<file path="config.mk">
export PLATFORM = sky130hd
export DESIGN_NAME = m8c_issp_vecseq_flat
export DESIGN_NICKNAME = d
export VERILOG_FILES = /design/src/rtl/m8c_issp_vecseq_pkg.sv /design/src/rtl/m8c_issp_vecseq_if.sv /design/src/rtl/m8c_issp_fifo.sv /design/src/rtl/m8c_issp_vecseq.sv /design/src/flat_wrapper.sv
export SDC_FILE = /design/constraint.sdc
export NUM_CORES = 1
export LEC_CHECK = 0
export CAP_MARGIN = 30
export CORE_AREA = 2 2 239 241
export CTS_BUF_LIST = sky130_fd_sc_hd__clkbuf_8
export CTS_CLUSTER_SIZE = 30
export DETAILED_ROUTE_END_ITERATION = 10
export DIE_AREA = 0 0 241 243
export PLACE_DENSITY_LB_ADDON = 0.12
export RECOVER_POWER = 25
export SLEW_MARGIN = 20
export SYNTH_ARGS = -nofsm -noshare
export SYNTH_HDL_FRONTEND = slang
export SYNTH_SLANG_ARGS = --single-unit
</file>
<file path="constraint.sdc">
create_clock -name osc -period 5.66 [get_ports osc]
set_input_delay 0.849 -clock osc [delete_from_list [all_inputs] [get_ports osc]]
set_output_delay 0.849 -clock osc [all_outputs]
set_load 0.03 [all_outputs]
</file>
<file path="src/rtl/m8c_issp_vecseq_pkg.sv">
// Shared definitions for the M8C ISSP vector sequencer: command codes, sizes and FSM states.
package m8c_issp_vecseq_pkg;

  localparam logic [7:0] ISSPCMD_NONE    = 8'd0;
  localparam logic [7:0] ISSPCMD_POR     = 8'd1;
  localparam logic [7:0] ISSPCMD_PWROFF  = 8'd2;
  localparam logic [7:0] ISSPCMD_SENDVEC = 8'd3;
  localparam logic [7:0] ISSPCMD_EXEC    = 8'd4;

  localparam int ISSP_VEC_SIZE = 22;
  localparam int VEC_SIZE      = ISSP_VEC_SIZE;
  localparam int DEPTH         = 8;
  localparam int AW            = $clog2(DEPTH);

  typedef enum logic [2:0] {
    ST_IDLE       = 3'd0,
    ST_ISSUE_VEC  = 3'd1,
    ST_WAIT_VEC   = 3'd2,
    ST_STORE      = 3'd3,
    ST_ISSUE_EXEC = 3'd4,
    ST_WAIT_EXEC  = 3'd5
  } state_t;

endpackage

</file>
<file path="src/rtl/m8c_issp_vecseq_if.sv">
// Host queue and bit-engine command signals of the vector sequencer; slave = sequencer view.
interface m8c_issp_vecseq_if;
  import m8c_issp_vecseq_pkg::*;

  logic                flush;
  logic                vec_wr;
  logic [VEC_SIZE-1:0] vec_data;
  logic [VEC_SIZE-1:0] vec_mask;
  logic                vec_exec;
  logic                cmd_full;
  logic [AW:0]         cmd_level;
  logic                res_rd;
  logic [VEC_SIZE-1:0] res_data;
  logic                res_empty;
  logic                overflow;
  logic                seq_busy;
  logic                eng_start;
  logic [7:0]          eng_cmd;
  logic [VEC_SIZE-1:0] eng_vector;
  logic [VEC_SIZE-1:0] eng_mask;
  logic                eng_busy;
  logic                eng_done;
  logic [VEC_SIZE-1:0] eng_result;

  modport slave (
    input  flush, vec_wr, vec_data, vec_mask, vec_exec, res_rd,
    input  eng_busy, eng_done, eng_result,
    output cmd_full, cmd_level, res_data, res_empty, overflow, seq_busy,
    output eng_start, eng_cmd, eng_vector, eng_mask
  );

  modport master (
    output flush, vec_wr, vec_data, vec_mask, vec_exec, res_rd,
    output eng_busy, eng_done, eng_result,
    input  cmd_full, cmd_level, res_data, res_empty, overflow, seq_busy,
    input  eng_start, eng_cmd, eng_vector, eng_mask
  );

endinterface

</file>
<file path="src/rtl/m8c_issp_fifo.sv">
// Synchronous FIFO with registered head, sticky overflow and a clear that beats push/pop.
// Head (o_dout) follows a push into empty or a pop one cycle later; push-when-full is dropped.
module m8c_issp_fifo #(
  parameter int W     = 8,
  parameter int DEPTH = 8,
  parameter int AW    = 3
) (
  input  logic          i_clk,
  input  logic          i_rst,
  input  logic          i_clr,
  input  logic          i_push,
  input  logic          i_pop,
  input  logic [W-1:0]  i_din,
  output logic [W-1:0]  o_dout,
  output logic          o_full,
  output logic          o_empty,
  output logic [AW:0]   o_level,
  output logic          o_overflow
);

  localparam logic [AW:0] LVL_FULL = (AW+1)'(DEPTH);

  logic [W-1:0]  r_mem [DEPTH];
  logic [AW-1:0] r_wr_ptr;
  logic [AW-1:0] r_rd_ptr;
  logic [AW:0]   r_level;
  logic [W-1:0]  r_dout;
  logic          r_ovf;
  logic          w_push;
  logic          w_pop;
  logic [AW-1:0] w_rd_nxt;

  assign o_full     = (r_level == LVL_FULL);
  assign o_empty    = (r_level == '0);
  assign o_level    = r_level;
  assign o_dout     = r_dout;
  assign o_overflow = r_ovf;
  assign w_push     = i_push & ~i_clr & ~o_full;
  assign w_pop      = i_pop & ~i_clr & ~o_empty;
  assign w_rd_nxt   = r_rd_ptr + 1'b1;

  always_ff @(posedge i_clk) begin
    if (w_push) r_mem[r_wr_ptr] <= i_din;
  end

  always_ff @(posedge i_clk or posedge i_rst) begin
    if (i_rst) begin
      r_wr_ptr <= '0;
      r_rd_ptr <= '0;
      r_level  <= '0;
      r_dout   <= '0;
      r_ovf    <= 1'b0;
    end else if (i_clr) begin
      r_wr_ptr <= '0;
      r_rd_ptr <= '0;
      r_level  <= '0;
      r_dout   <= '0;
      r_ovf    <= 1'b0;
    end else begin
      if (w_push) r_wr_ptr <= r_wr_ptr + 1'b1;
      if (w_pop)  r_rd_ptr <= w_rd_nxt;
      r_level <= r_level + (AW+1)'(w_push) - (AW+1)'(w_pop);
      if ((i_push && o_full) || (i_pop && o_empty)) r_ovf <= 1'b1;
      // Head register tracks whatever will sit at the read pointer next cycle.
      if (w_pop) begin
        if (r_level > (AW+1)'(1)) r_dout <= r_mem[w_rd_nxt];
        else if (w_push)          r_dout <= i_din;
      end else if (w_push && o_empty) begin
        r_dout <= i_din;
      end
    end
  end

endmodule

</file>
<file path="src/rtl/m8c_issp_vecseq.sv">
// Queues host ISSP vectors and issues SENDVEC/EXEC to the bit engine back-to-back; masked results go to a result FIFO.
// vec_wr into an idle sequencer gives eng_start two cycles later; a full result FIFO stalls the FSM in STORE.
module m8c_issp_vecseq
  import m8c_issp_vecseq_pkg::*;
(
  input  logic              osc,
  input  logic              rst,
  m8c_issp_vecseq_if.slave  bus
);

  localparam int          CW       = 2*VEC_SIZE + 1;
  localparam logic [AW:0] LVL_FULL = (AW+1)'(DEPTH);

  logic [CW-1:0]       w_cmd_head;
  logic                w_cmd_empty;
  logic                w_cmd_ovf;
  logic                w_cmd_pop;
  logic                w_res_full;
  logic                w_res_empty;
  logic                w_res_ovf;
  logic                w_res_push;
  logic [AW:0]         w_res_level;

  state_t              r_state;
  logic [VEC_SIZE-1:0] r_vec;
  logic [VEC_SIZE-1:0] r_mask;
  logic [VEC_SIZE-1:0] r_result;
  logic                r_exec;
  logic                r_abort;
  logic                r_eng_start;
  logic [7:0]          r_eng_cmd;

  assign w_cmd_pop  = (r_state == ST_IDLE) & ~bus.flush & ~w_cmd_empty & ~bus.eng_busy;
  assign w_res_push = (r_state == ST_STORE) & ~bus.flush & ~w_res_full;

  m8c_issp_fifo #(.W(CW), .DEPTH(DEPTH), .AW(AW)) u_cmd_fifo (
    .i_clk      (osc),
    .i_rst      (rst),
    .i_clr      (bus.flush),
    .i_push     (bus.vec_wr),
    .i_pop      (w_cmd_pop),
    .i_din      ({bus.vec_exec, bus.vec_mask, bus.vec_data}),
    .o_dout     (w_cmd_head),
    .o_full     (bus.cmd_full),
    .o_empty    (w_cmd_empty),
    .o_level    (bus.cmd_level),
    .o_overflow (w_cmd_ovf)
  );

  m8c_issp_fifo #(.W(VEC_SIZE), .DEPTH(DEPTH), .AW(AW)) u_res_fifo (
    .i_clk      (osc),
    .i_rst      (rst),
    .i_clr      (bus.flush),
    .i_push     (w_res_push),
    .i_pop      (bus.res_rd),
    .i_din      (r_result),
    .o_dout     (bus.res_data),
    .o_full     (w_res_full),
    .o_empty    (w_res_empty),
    .o_level    (w_res_level),
    .o_overflow (w_res_ovf)
  );

  assert property (@(posedge osc) disable iff (rst) w_res_full == (w_res_level == LVL_FULL));

  assign bus.res_empty  = w_res_empty;
  assign bus.overflow   = w_cmd_ovf | w_res_ovf;
  assign bus.seq_busy   = (r_state != ST_IDLE) | ~w_cmd_empty;
  assign bus.eng_start  = r_eng_start;
  assign bus.eng_cmd    = r_eng_cmd;
  assign bus.eng_vector = r_vec;
  assign bus.eng_mask   = r_mask;

  always_ff @(posedge osc or posedge rst) begin
    if (rst) begin
      r_state     <= ST_IDLE;
      r_vec       <= '0;
      r_mask      <= '0;
      r_result    <= '0;
      r_exec      <= 1'b0;
      r_abort     <= 1'b0;
      r_eng_start <= 1'b0;
      r_eng_cmd   <= ISSPCMD_NONE;
    end else begin
      r_eng_start <= 1'b0;
      case (r_state)
        ST_IDLE: begin
          if (w_cmd_pop) begin
            r_vec       <= w_cmd_head[VEC_SIZE-1:0];
            r_mask      <= w_cmd_head[2*VEC_SIZE-1:VEC_SIZE];
            r_exec      <= w_cmd_head[2*VEC_SIZE];
            r_eng_start <= 1'b1;
            r_eng_cmd   <= ISSPCMD_SENDVEC;
            r_state     <= ST_ISSUE_VEC;
          end
        end
        ST_ISSUE_VEC: r_state <= bus.flush ? ST_IDLE : ST_WAIT_VEC;
        ST_WAIT_VEC: begin
          // A flush here only marks the in-flight command; the engine is always allowed to finish.
          if (bus.flush) r_abort <= 1'b1;
          if (bus.eng_done) begin
            r_result <= bus.eng_result;
            r_abort  <= 1'b0;
            if (r_abort || bus.flush) r_state <= ST_IDLE;
            else if (r_mask != '0)    r_state <= ST_STORE;
            else if (r_exec)          r_state <= ST_ISSUE_EXEC;
            else                      r_state <= ST_IDLE;
          end
        end
        ST_STORE: begin
          if (bus.flush) begin
            r_state <= ST_IDLE;
          end else if (!w_res_full) begin
            if (r_exec) begin
              r_eng_start <= 1'b1;
              r_eng_cmd   <= ISSPCMD_EXEC;
              r_state     <= ST_ISSUE_EXEC;
            end else begin
              r_state <= ST_IDLE;
            end
          end
        end
        ST_ISSUE_EXEC: begin
          // Entered straight from WAIT_VEC without a strobe: spend one cycle so done->start stays 2 cycles.
          if (bus.flush)        r_state <= ST_IDLE;
          else if (r_eng_start) r_state <= ST_WAIT_EXEC;
          else begin
            r_eng_start <= 1'b1;
            r_eng_cmd   <= ISSPCMD_EXEC;
          end
        end
        ST_WAIT_EXEC: begin
          if (bus.flush) r_abort <= 1'b1;
          if (bus.eng_done) begin
            r_abort <= 1'b0;
            r_state <= ST_IDLE;
          end
        end
        default: r_state <= ST_IDLE;
      endcase
    end
  end

endmodule

</file>
<file path="src/flat_wrapper.sv">
// flat-port wrapper written by rule: the top's interface ports become plain ports
module m8c_issp_vecseq_flat import m8c_issp_vecseq_pkg::*;
  (osc, rst, bus_flush, bus_vec_wr, bus_vec_data, bus_vec_mask, bus_vec_exec, bus_res_rd, bus_eng_busy, bus_eng_done, bus_eng_result, bus_cmd_full, bus_cmd_level, bus_res_data, bus_res_empty, bus_overflow, bus_seq_busy, bus_eng_start, bus_eng_cmd, bus_eng_vector, bus_eng_mask);
  m8c_issp_vecseq_if bus_i ();
  input  logic osc;
  input  logic rst;
  input wire logic [$bits(bus_i.flush)-1:0] bus_flush;
  input wire logic [$bits(bus_i.vec_wr)-1:0] bus_vec_wr;
  input wire logic [$bits(bus_i.vec_data)-1:0] bus_vec_data;
  input wire logic [$bits(bus_i.vec_mask)-1:0] bus_vec_mask;
  input wire logic [$bits(bus_i.vec_exec)-1:0] bus_vec_exec;
  input wire logic [$bits(bus_i.res_rd)-1:0] bus_res_rd;
  input wire logic [$bits(bus_i.eng_busy)-1:0] bus_eng_busy;
  input wire logic [$bits(bus_i.eng_done)-1:0] bus_eng_done;
  input wire logic [$bits(bus_i.eng_result)-1:0] bus_eng_result;
  output wire logic [$bits(bus_i.cmd_full)-1:0] bus_cmd_full;
  output wire logic [$bits(bus_i.cmd_level)-1:0] bus_cmd_level;
  output wire logic [$bits(bus_i.res_data)-1:0] bus_res_data;
  output wire logic [$bits(bus_i.res_empty)-1:0] bus_res_empty;
  output wire logic [$bits(bus_i.overflow)-1:0] bus_overflow;
  output wire logic [$bits(bus_i.seq_busy)-1:0] bus_seq_busy;
  output wire logic [$bits(bus_i.eng_start)-1:0] bus_eng_start;
  output wire logic [$bits(bus_i.eng_cmd)-1:0] bus_eng_cmd;
  output wire logic [$bits(bus_i.eng_vector)-1:0] bus_eng_vector;
  output wire logic [$bits(bus_i.eng_mask)-1:0] bus_eng_mask;
  assign bus_i.flush = bus_flush;
  assign bus_i.vec_wr = bus_vec_wr;
  assign bus_i.vec_data = bus_vec_data;
  assign bus_i.vec_mask = bus_vec_mask;
  assign bus_i.vec_exec = bus_vec_exec;
  assign bus_i.res_rd = bus_res_rd;
  assign bus_i.eng_busy = bus_eng_busy;
  assign bus_i.eng_done = bus_eng_done;
  assign bus_i.eng_result = bus_eng_result;
  assign bus_cmd_full = bus_i.cmd_full;
  assign bus_cmd_level = bus_i.cmd_level;
  assign bus_res_data = bus_i.res_data;
  assign bus_res_empty = bus_i.res_empty;
  assign bus_overflow = bus_i.overflow;
  assign bus_seq_busy = bus_i.seq_busy;
  assign bus_eng_start = bus_i.eng_start;
  assign bus_eng_cmd = bus_i.eng_cmd;
  assign bus_eng_vector = bus_i.eng_vector;
  assign bus_eng_mask = bus_i.eng_mask;
  m8c_issp_vecseq u_core (.osc(osc), .rst(rst), .bus(bus_i));
endmodule
</file>
==> results of run 1 <==
layout by cell type (no fill, tap or decap), types with 6 or more instances in the layout:
cell type                         synthesis  final
sky130_fd_sc_hd__clkdlybuf4s50_1          0    124
sky130_fd_sc_hd__nand2b_1                 9      9
sky130_fd_sc_hd__nor2b_1                 27     27
sky130_fd_sc_hd__ha_1                    18     18
sky130_fd_sc_hd__o21ai_0                 31     31
sky130_fd_sc_hd__mux2_2                 203    203
sky130_fd_sc_hd__o22ai_1                 91     91
sky130_fd_sc_hd__edfxtp_1               536    536
sky130_fd_sc_hd__clkbuf_8                 0    130
sky130_fd_sc_hd__nor2_1                  44     32
sky130_fd_sc_hd__nand2_1                193    189
sky130_fd_sc_hd__a21oi_1                  9      9
sky130_fd_sc_hd__dfrtp_1                163    161
sky130_fd_sc_hd__o31ai_1                 46     46
sky130_fd_sc_hd__a22o_1                  49     49
sky130_fd_sc_hd__nor2_4                   0      7
sky130_fd_sc_hd__clkinv_2                 0     23
sky130_fd_sc_hd__clkinv_1                 0      8
sky130_fd_sc_hd__nand3_1                  7      7
sky130_fd_sc_hd__bufinv_16                0      6
sky130_fd_sc_hd__inv_1                   21     58
sky130_fd_sc_hd__buf_4                   10     35
sky130_fd_sc_hd__o2bb2ai_1               23     23
sky130_fd_sc_hd__xnor2_1                  8      8
sky130_fd_sc_hd__a211oi_1                21     21
sky130_fd_sc_hd__mux4_2                  44     44
sky130_fd_sc_hd__dlygate4sd3_1            0     27
tightest hold or removal path, stage by stage, from the launching register on:
cell	delay, ns
sky130_fd_sc_hd__dfrtp_1	0.34
sky130_fd_sc_hd__nand2_1	0.05
sky130_fd_sc_hd__nand2_1	0.05
routing by layer:
| metal | part of all wire (%) | vias to the layer above | track usage [%] |
|---|---|---|---|
| li1 | - | 7019 | - |
| met1 | 43 | 8010 | 29.5 |
| met2 | 49 | 400 | 35.6 |
| met3 | 5.1 | 124 | 4.41 |
| met4 | 2.2 | 10 | 6.86 |
| met5 | 0.12 | - | 0 |
kinds of logic (layout without fill, tap and decap cells):
family / after synthesis / count (layout) / synth area share [%]
compound gates: 282 / 282 / 7.22
xor+xnor: 13 / 13 / 0.409
fa+ha+maj: 20 / 20 / 0.953
buf+inv: 124 / 426 / 2.04
flops: 699 / 699 / 72.5
mux: 252 / 252 / 11.9
other cells: 1 / 9 / 0.0135
simple gates: 312 / 312 / 4.96
per-stage QoR:
step / hold slack, ns / cell area, um2 / util [%] / worst slack, ns / std cells
4_1_cts: 0.477 / 32600 / 58.3 / 1.84 / 2760
3_3_place_gp: 0.456 / 30200 / 54.1 / 1.76 / 2546
5_1_grt: 0.499 / 32700 / 58.5 / 1.75 / 2768
6_report: 0.474 / 32700 / 58.5 / 1.91 / 2769
2_1_floorplan: 0.439 / 27900 / - / 0.290 / 1707
3_5_place_dp: 0.460 / 30300 / 54.1 / 1.67 / 2547
power by group:
| part | internal, mW | total (mW) | switching (mW) |
|---|---|---|---|
| registers | 6.15 | 6.67 | 0.518 |
| logic | 1.60 | 3.52 | 1.92 |
| clock network | 2.38 | 4.39 | 2.01 |
worst paths after layout:
check                                                  startpoint                                endpoint  slack, ns  cells past startpoint
max                        u_core.u_cmd_fifo.o_level[2]$_DFF_PP0_                            bus_seq_busy       1.91                      5
min                         u_core.bus.eng_vector[10]$_DFFE_PP0P_   u_core.bus.eng_vector[10]$_DFFE_PP0P_       0.47                      2
max reg2reg                u_core.u_cmd_fifo.o_level[2]$_DFF_PP0_  u_core.u_cmd_fifo.o_level[2]$_DFF_PP0_       2.35                     12
min reg2reg                 u_core.bus.eng_vector[10]$_DFFE_PP0P_   u_core.bus.eng_vector[10]$_DFFE_PP0P_       0.47                      2
max in group asynchronous                                     rst     u_core.bus.eng_mask[16]$_DFFE_PP0P_       3.89                      3
min in group asynchronous                                     rst   u_core.bus.eng_vector[17]$_DFFE_PP0P_       0.69                      2
sequential cells by signal (all words and copies together) (netlist names), 2 cells and up:
register	count
u_core.u_cmd_fifo.o_dout	45
u_core.r_result	22
u_core.u_res_fifo.r_mem	176
u_core.bus.eng_mask	22
u_core.u_cmd_fifo.o_level	4
u_core.u_res_fifo.o_level	4
u_core.u_res_fifo.o_dout	22
u_core.bus.eng_cmd	2
u_core.u_res_fifo.r_wr_ptr	3
u_core.u_cmd_fifo.r_mem	360
u_core.u_res_fifo.r_rd_ptr	3
u_core.u_cmd_fifo.r_rd_ptr	3
u_core.bus.eng_vector	22
u_core.r_state	3
u_core.u_cmd_fifo.r_wr_ptr	3
cell type report:
type / instances / area [um2]
sequential: 699 / 20200
inverter: 21 / 86.3
clock buffer: 130 / 1790
timing repair buffer: 192 / 1920
tap: 756 / 946
antenna: 4 / 10.0
multi-input combinational: 884 / 7260
clock inverter: 83 / 532
fill: 4405 / 23200
==> metrics.md, run 1 <==
| Metric | Value |
|---|---|
| Post-CTS resize count | 0 |
| Critical path peak fanout | 5 |
| Post-Synthesis Cells | 1703 |
| Arrival time at the worst endpoint | 2.90 ns |
| Sink Count | 699 |
| Average size of a mapped cell | 16.3 um2 |
| Cts hold-fix bufs | 0 |
| Dominant cell by count in the synthesized netlist | sky130_fd_sc_hd__edfxtp_1 |
| Count of pins over their slew limit | 0 |
| Total standard cell area after synthesis | 0.0278 mm2 |
| Commonest register cell after synthesis | sky130_fd_sc_hd__edfxtp_1 |
| Unrepaired setup endpoints after global routing | false |
| Class of the most critical setup path | reg -> out |
| Run status | completed |
| DP HPWL | 34700 um |
| Static Leak | 11.8 nW |
| Count of maximum capacitance violations | 0 |
| Total CTS buffers | 113 |
| Final global-route overflow total | 0 |
| Startpoint Class | flip-flop |
| Total number of vias | 15.6k |
| Most numerous cell types in the synthesized netlist | sky130_fd_sc_hd__edfxtp_1, sky130_fd_sc_hd__mux2_2, sky130_fd_sc_hd__nand2_1 |
| Worst min-delay path category | reg -> reg |
| Share of the synthesized area in the top cell type | 57.8% |
| Number of hold violations in the final report | 0 |
| Cell at the slowest stage of the critical path | sky130_fd_sc_hd__clkdlybuf4s50_1 |
| Number of enable flip-flop cells after synthesis | 536 |
| Family of cells with the greatest summed delay on the critical path | simple AND/OR/NAND/NOR gates |
| Kind of end point of the critical path | output port |
| Final ANT Viol Nets | 0 |
| Layout cells sized above 1 | 24.5% |
| Layout area overhead | 17.5% |
| Post-DR vias/cell | 5.62 |
| Overall power consumption | 14.6 mW |
| Placement row count | 87 |
| Detailed Route WL | 62900 um |
| Root buffer cell | sky130_fd_sc_hd__clkbuf_8 |
| Worst-path cell chain | inv_1 > ha_1 > or3b_1 > or2_2 > clkdlybuf4s50_1 |
| Delay of the slowest cell on the worst path | 0.63 ns |
| Data required time at the worst endpoint | 4.81 ns |
| Via count of the first global-routing pass | 16.2k |
| IO Pins | 157 |
| Final cycle utilization of the critical path | 66.2% |
| Number of buffer and inverter instances along the worst setup path | 2 |
| Maximum VDD drop | 248 uV |
| Final #Nets | 2005 |
| Slew of the pin with the lowest slew margin | 0.890 ns |
| Number of buffers inserted by post-CTS setup repair | 0 |
| Setup TNS | 0 ns |
| Pin count of the biggest net entering global routing | 105 |
| Core region area | 0.0560 mm2 |
| Clock Latency Late Sink | 0.72 ns |
| First-pass GRT wire length | 96400 um |
| PortBufs | 151 |
| Synth warn | 0 |
| Top post-synthesis cells by area | sky130_fd_sc_hd__edfxtp_1, sky130_fd_sc_hd__dfrtp_1, sky130_fd_sc_hd__mux2_2 |
| Areal power density over the cells | 445 mW/mm2 |
| Wire length per cell | 22.7 um |
| Unique masters post-synth | 53 |
| Floorplan die height | 243 um |
| Highest clock rate | 0.267 GHz |
| Synthesized flop and latch total | 699 |
| Final setup viols | 0 |
| Longest Clk Path Bufs | 3 |
| Die span in x | 241 um |
| Effective utilization at floorplan | 49.8% |
| Clock period minus worst slack | 3.75 ns |
| Worst slew margin | 40.1% |
| Final estimated routing congestion in global placement | 0.727 |
| Register clock-pin slew on the reported worst setup and hold paths | 0.06 ns |
| GRT Overall Usage | 21.8% |
| CTS tree | done |
| Number of antenna violations at the first check in global routing | 10 |
| Starting DRT DRC Count | 1192 |
| Sequential share of the synthesized area | 72.5% |
| Share of synthesized flip-flops with an asynchronous set or reset | 23.3% |
| DRC | 0 |
| Die area | 0.0586 mm2 |
| First-pass detailed-route iteration total | 5 |
| Maximum clock skew at final layout | 0.0243 ns |
| Largest area contributor in the synthesized netlist | sky130_fd_sc_hd__edfxtp_1 |
| # H-tree levels | 3 |
No activity file was read; power rests on OpenSTA's default activity.
==> run 2, diff against run 1 <==
clock period = 3.7 ns   (was 5.66 ns; I/O delays follow)
==> run 2 against run 1 <==
The run now ends with max-capacitance violations, max-slew violations left. Clock skew is 0.0013 ns higher. Cell count is 0.29% higher. Total power is 49% higher. Clock-buffer cell count is 6 lower. Register-to-register slack worse by 1.5 ns. Critical path depth stayed put. Largest power group unchanged.
==> metrics.md, run 2 (synthesized netlist as in run 1, its figures left out) <==
| Metric | Value |
|---|---|
| First-pass GRT wire length | 96900 um |
| Worst slack after detailed placement | 0.732 ns |
| Detailed Route WL | 62900 um |
| Setup TNS | 0 ns |
| Final cycle utilization of the critical path | 94.4% |
| Die span in x | 241 um |
| Worst Setup SP | u_core.u_cmd_fifo.o_level[2]$_DFF_PP0_ |
| Non-filler cells, final | 2777 |
| Delay of the slowest cell on the worst path | 0.66 ns |
| Fin Hold WS | 0.263 ns |
| Int Pwr | 15.1 mW |
| Pin count of the biggest net entering global routing | 183 |
| Count of maximum capacitance violations | 1 |
| Areal power density over the cells | 665 mW/mm2 |
| Floorplan die height | 243 um |
| Final setup viols | 0 |
| Post-CTS resize count | 0 |
| Worst slew margin | -19.1% |
| Maximum VDD drop | 394 uV |
| Total number of vias | 15.6k |
| Core region area | 0.0560 mm2 |
| Post-layout worst setup margin | 0.206 ns |
| Sink Count | 699 |
| Commonest non-fill, non-tap cells in the layout | sky130_fd_sc_hd__edfxtp_1, sky130_fd_sc_hd__mux2_2, sky130_fd_sc_hd__nand2_1 |
| Static Leak | 11.9 nW |
| Sequential power share | 46.3% |
| Number of buffers inserted by post-CTS setup repair | 0 |
| R2R Setup Slk | 0.90 ns |
| Flip-flop count of the largest register after layout | 360 |
| Total CTS buffers | 111 |
| Combinational share of power | 25.2% |
| Data required time at the worst endpoint | 3.14 ns |
| IO Pins | 157 |
| Part of the total power dissipated in the clock network | 28.4% |
| Violations in the final reports | max-capacitance violations, max-slew violations |
| First-pass detailed-route iteration total | 7 |
| Via count of the first global-routing pass | 16.2k |
| Final global-route overflow total | 0 |
| Final ANT Viol Nets | 0 |
| Register clock-pin slew on the reported worst setup and hold paths | 0.06 ns |
| PortBufs | 151 |
| Root buffer cell | sky130_fd_sc_hd__clkbuf_8 |
| Die area | 0.0586 mm2 |
| Worst min-delay path category | in -> async |
| Class of the most critical setup path | reg -> out |
| GRT Overall Usage | 21.9% |
| DP HPWL | 34300 um |
| Switch share | 30.7% |
| Clock period minus worst slack | 3.49 ns |
| Slew of the pin with the lowest slew margin | 1.79 ns |
| # H-tree levels | 3 |
| Run status | finished, violations left |
| Layout cells sized above 1 | 23.7% |
| Final estimated routing congestion in global placement | 0.727 |
| Cell count of the worst reg-to-reg path | 6 |
| Cell at the slowest stage of the critical path | sky130_fd_sc_hd__clkdlybuf4s50_1 |
| Arrival time at the worst endpoint | 2.94 ns |
| Post-DR vias/cell | 5.61 |
| Clock Latency Late Sink | 0.71 ns |
| Startpoint Class | flip-flop |
| Number of antenna violations at the first check in global routing | 13 |
| Critical path peak fanout | 5 |
| Top register by number of flip-flops | u_core.u_cmd_fifo.r_mem |
| Reg2Reg Capture Point | u_core.u_res_fifo.r_mem[2][0]$_DFFE_PP_ |
| Maximum clock skew at final layout | 0.0256 ns |
| Origin of the critical flop-to-flop path | u_core.r_state[2]$_DFFE_PP0P_ |
| Effective utilization at floorplan | 49.8% |
| Most common cell after layout, fill and taps aside | sky130_fd_sc_hd__edfxtp_1 |
| Cts hold-fix bufs | 0 |
| Overall power consumption | 21.8 mW |
| Layout area overhead | 17.6% |
| Starting DRT DRC Count | 1125 |
| Number of hold violations in the final report | 0 |
| Highest clock rate | 0.286 GHz |
| DP Cell Count | 2561 |
| Placement row count | 87 |
| Count of pins over their slew limit | 60 |
| Wire length per cell | 22.7 um |
| Worst-path cell chain | inv_1 > ha_1 > or3b_1 > or2_2 > clkdlybuf4s50_1 |
| Net switching component of the power | 6.69 mW |
| Final #Nets | 2013 |
| Unrepaired setup endpoints after global routing | false |
| DRC | 0 |
| Kind of end point of the critical path | output port |
| CTS tree | done |
| Critical path endpoint | bus_seq_busy |
| Longest Clk Path Bufs | 3 |
## run 2: layer usage
layer | vias up | wire [um] | GRT usage, %
met5 | - | 76 | 0
met4 | 12 | 1320 | 6.81
met3 | 123 | 3250 | 4.75
met2 | 408 | 31000 | 35.9
met1 | 7998 | 27300 | 29.4
li1 | 7026 | - | -
## run 2: area by class of cell
cell class / count / area [um2]
repair buffers: 202 / 2150
diodes: 6 / 15.0
clock inverters: 85 / 418
flip-flops and latches: 699 / 20200
well taps: 756 / 946
multi-input cells: 884 / 7260
fillers: 4334 / 23200
clock buffers: 124 / 1710
inverters: 21 / 80.1
## run 2: how the worst min path moves through the flow
stage	from	endpoint	cells after the start
floorplan	u_core.u_cmd_fifo.o_dout[22]$_DFFE_PP0P_	u_core.bus.eng_mask[0]$_DFFE_PP0P_	2
global placement	u_core.u_cmd_fifo.o_dout[10]$_DFFE_PP0P_	u_core.bus.eng_vector[10]$_DFFE_PP0P_	2
detailed placement	u_core.u_cmd_fifo.o_dout[34]$_DFFE_PP0P_	u_core.bus.eng_mask[12]$_DFFE_PP0P_	2
CTS	rst	u_core.bus.eng_vector[11]$_DFFE_PP0P_	2
global route	rst	u_core.bus.eng_vector[18]$_DFFE_PP0P_	2
finish	rst	u_core.bus.eng_vector[18]$_DFFE_PP0P_	2
## run 2: critical path: cells and delay by family (launching register included)
kind	cells	cell delay (ns)
and+or+nand+nor	2	0.79
buffers and inverters	2	0.81
adders and majority gates	1	0.23
DFF	1	0.40
## run 2: power groups by stage
stage / Sequential [mW] / Combinational [mW] / Clock, mW
after floorplan: 10.3 / 3.48 / 0
after global placement: 10.2 / 5.48 / 0
after detailed placement: 10.2 / 5.53 / 0
after CTS: 10.1 / 5.55 / 6.38
after global routing: 10.2 / 5.94 / 6.73
final: 10.1 / 5.49 / 6.20
## run 2: metrics by stage
step	area (um2)	util, %
floorplan	27900	-
global placement	30600	54.7
detailed placement	30600	54.7
CTS	32700	58.5
global route	32800	58.5
finish	32800	58.5
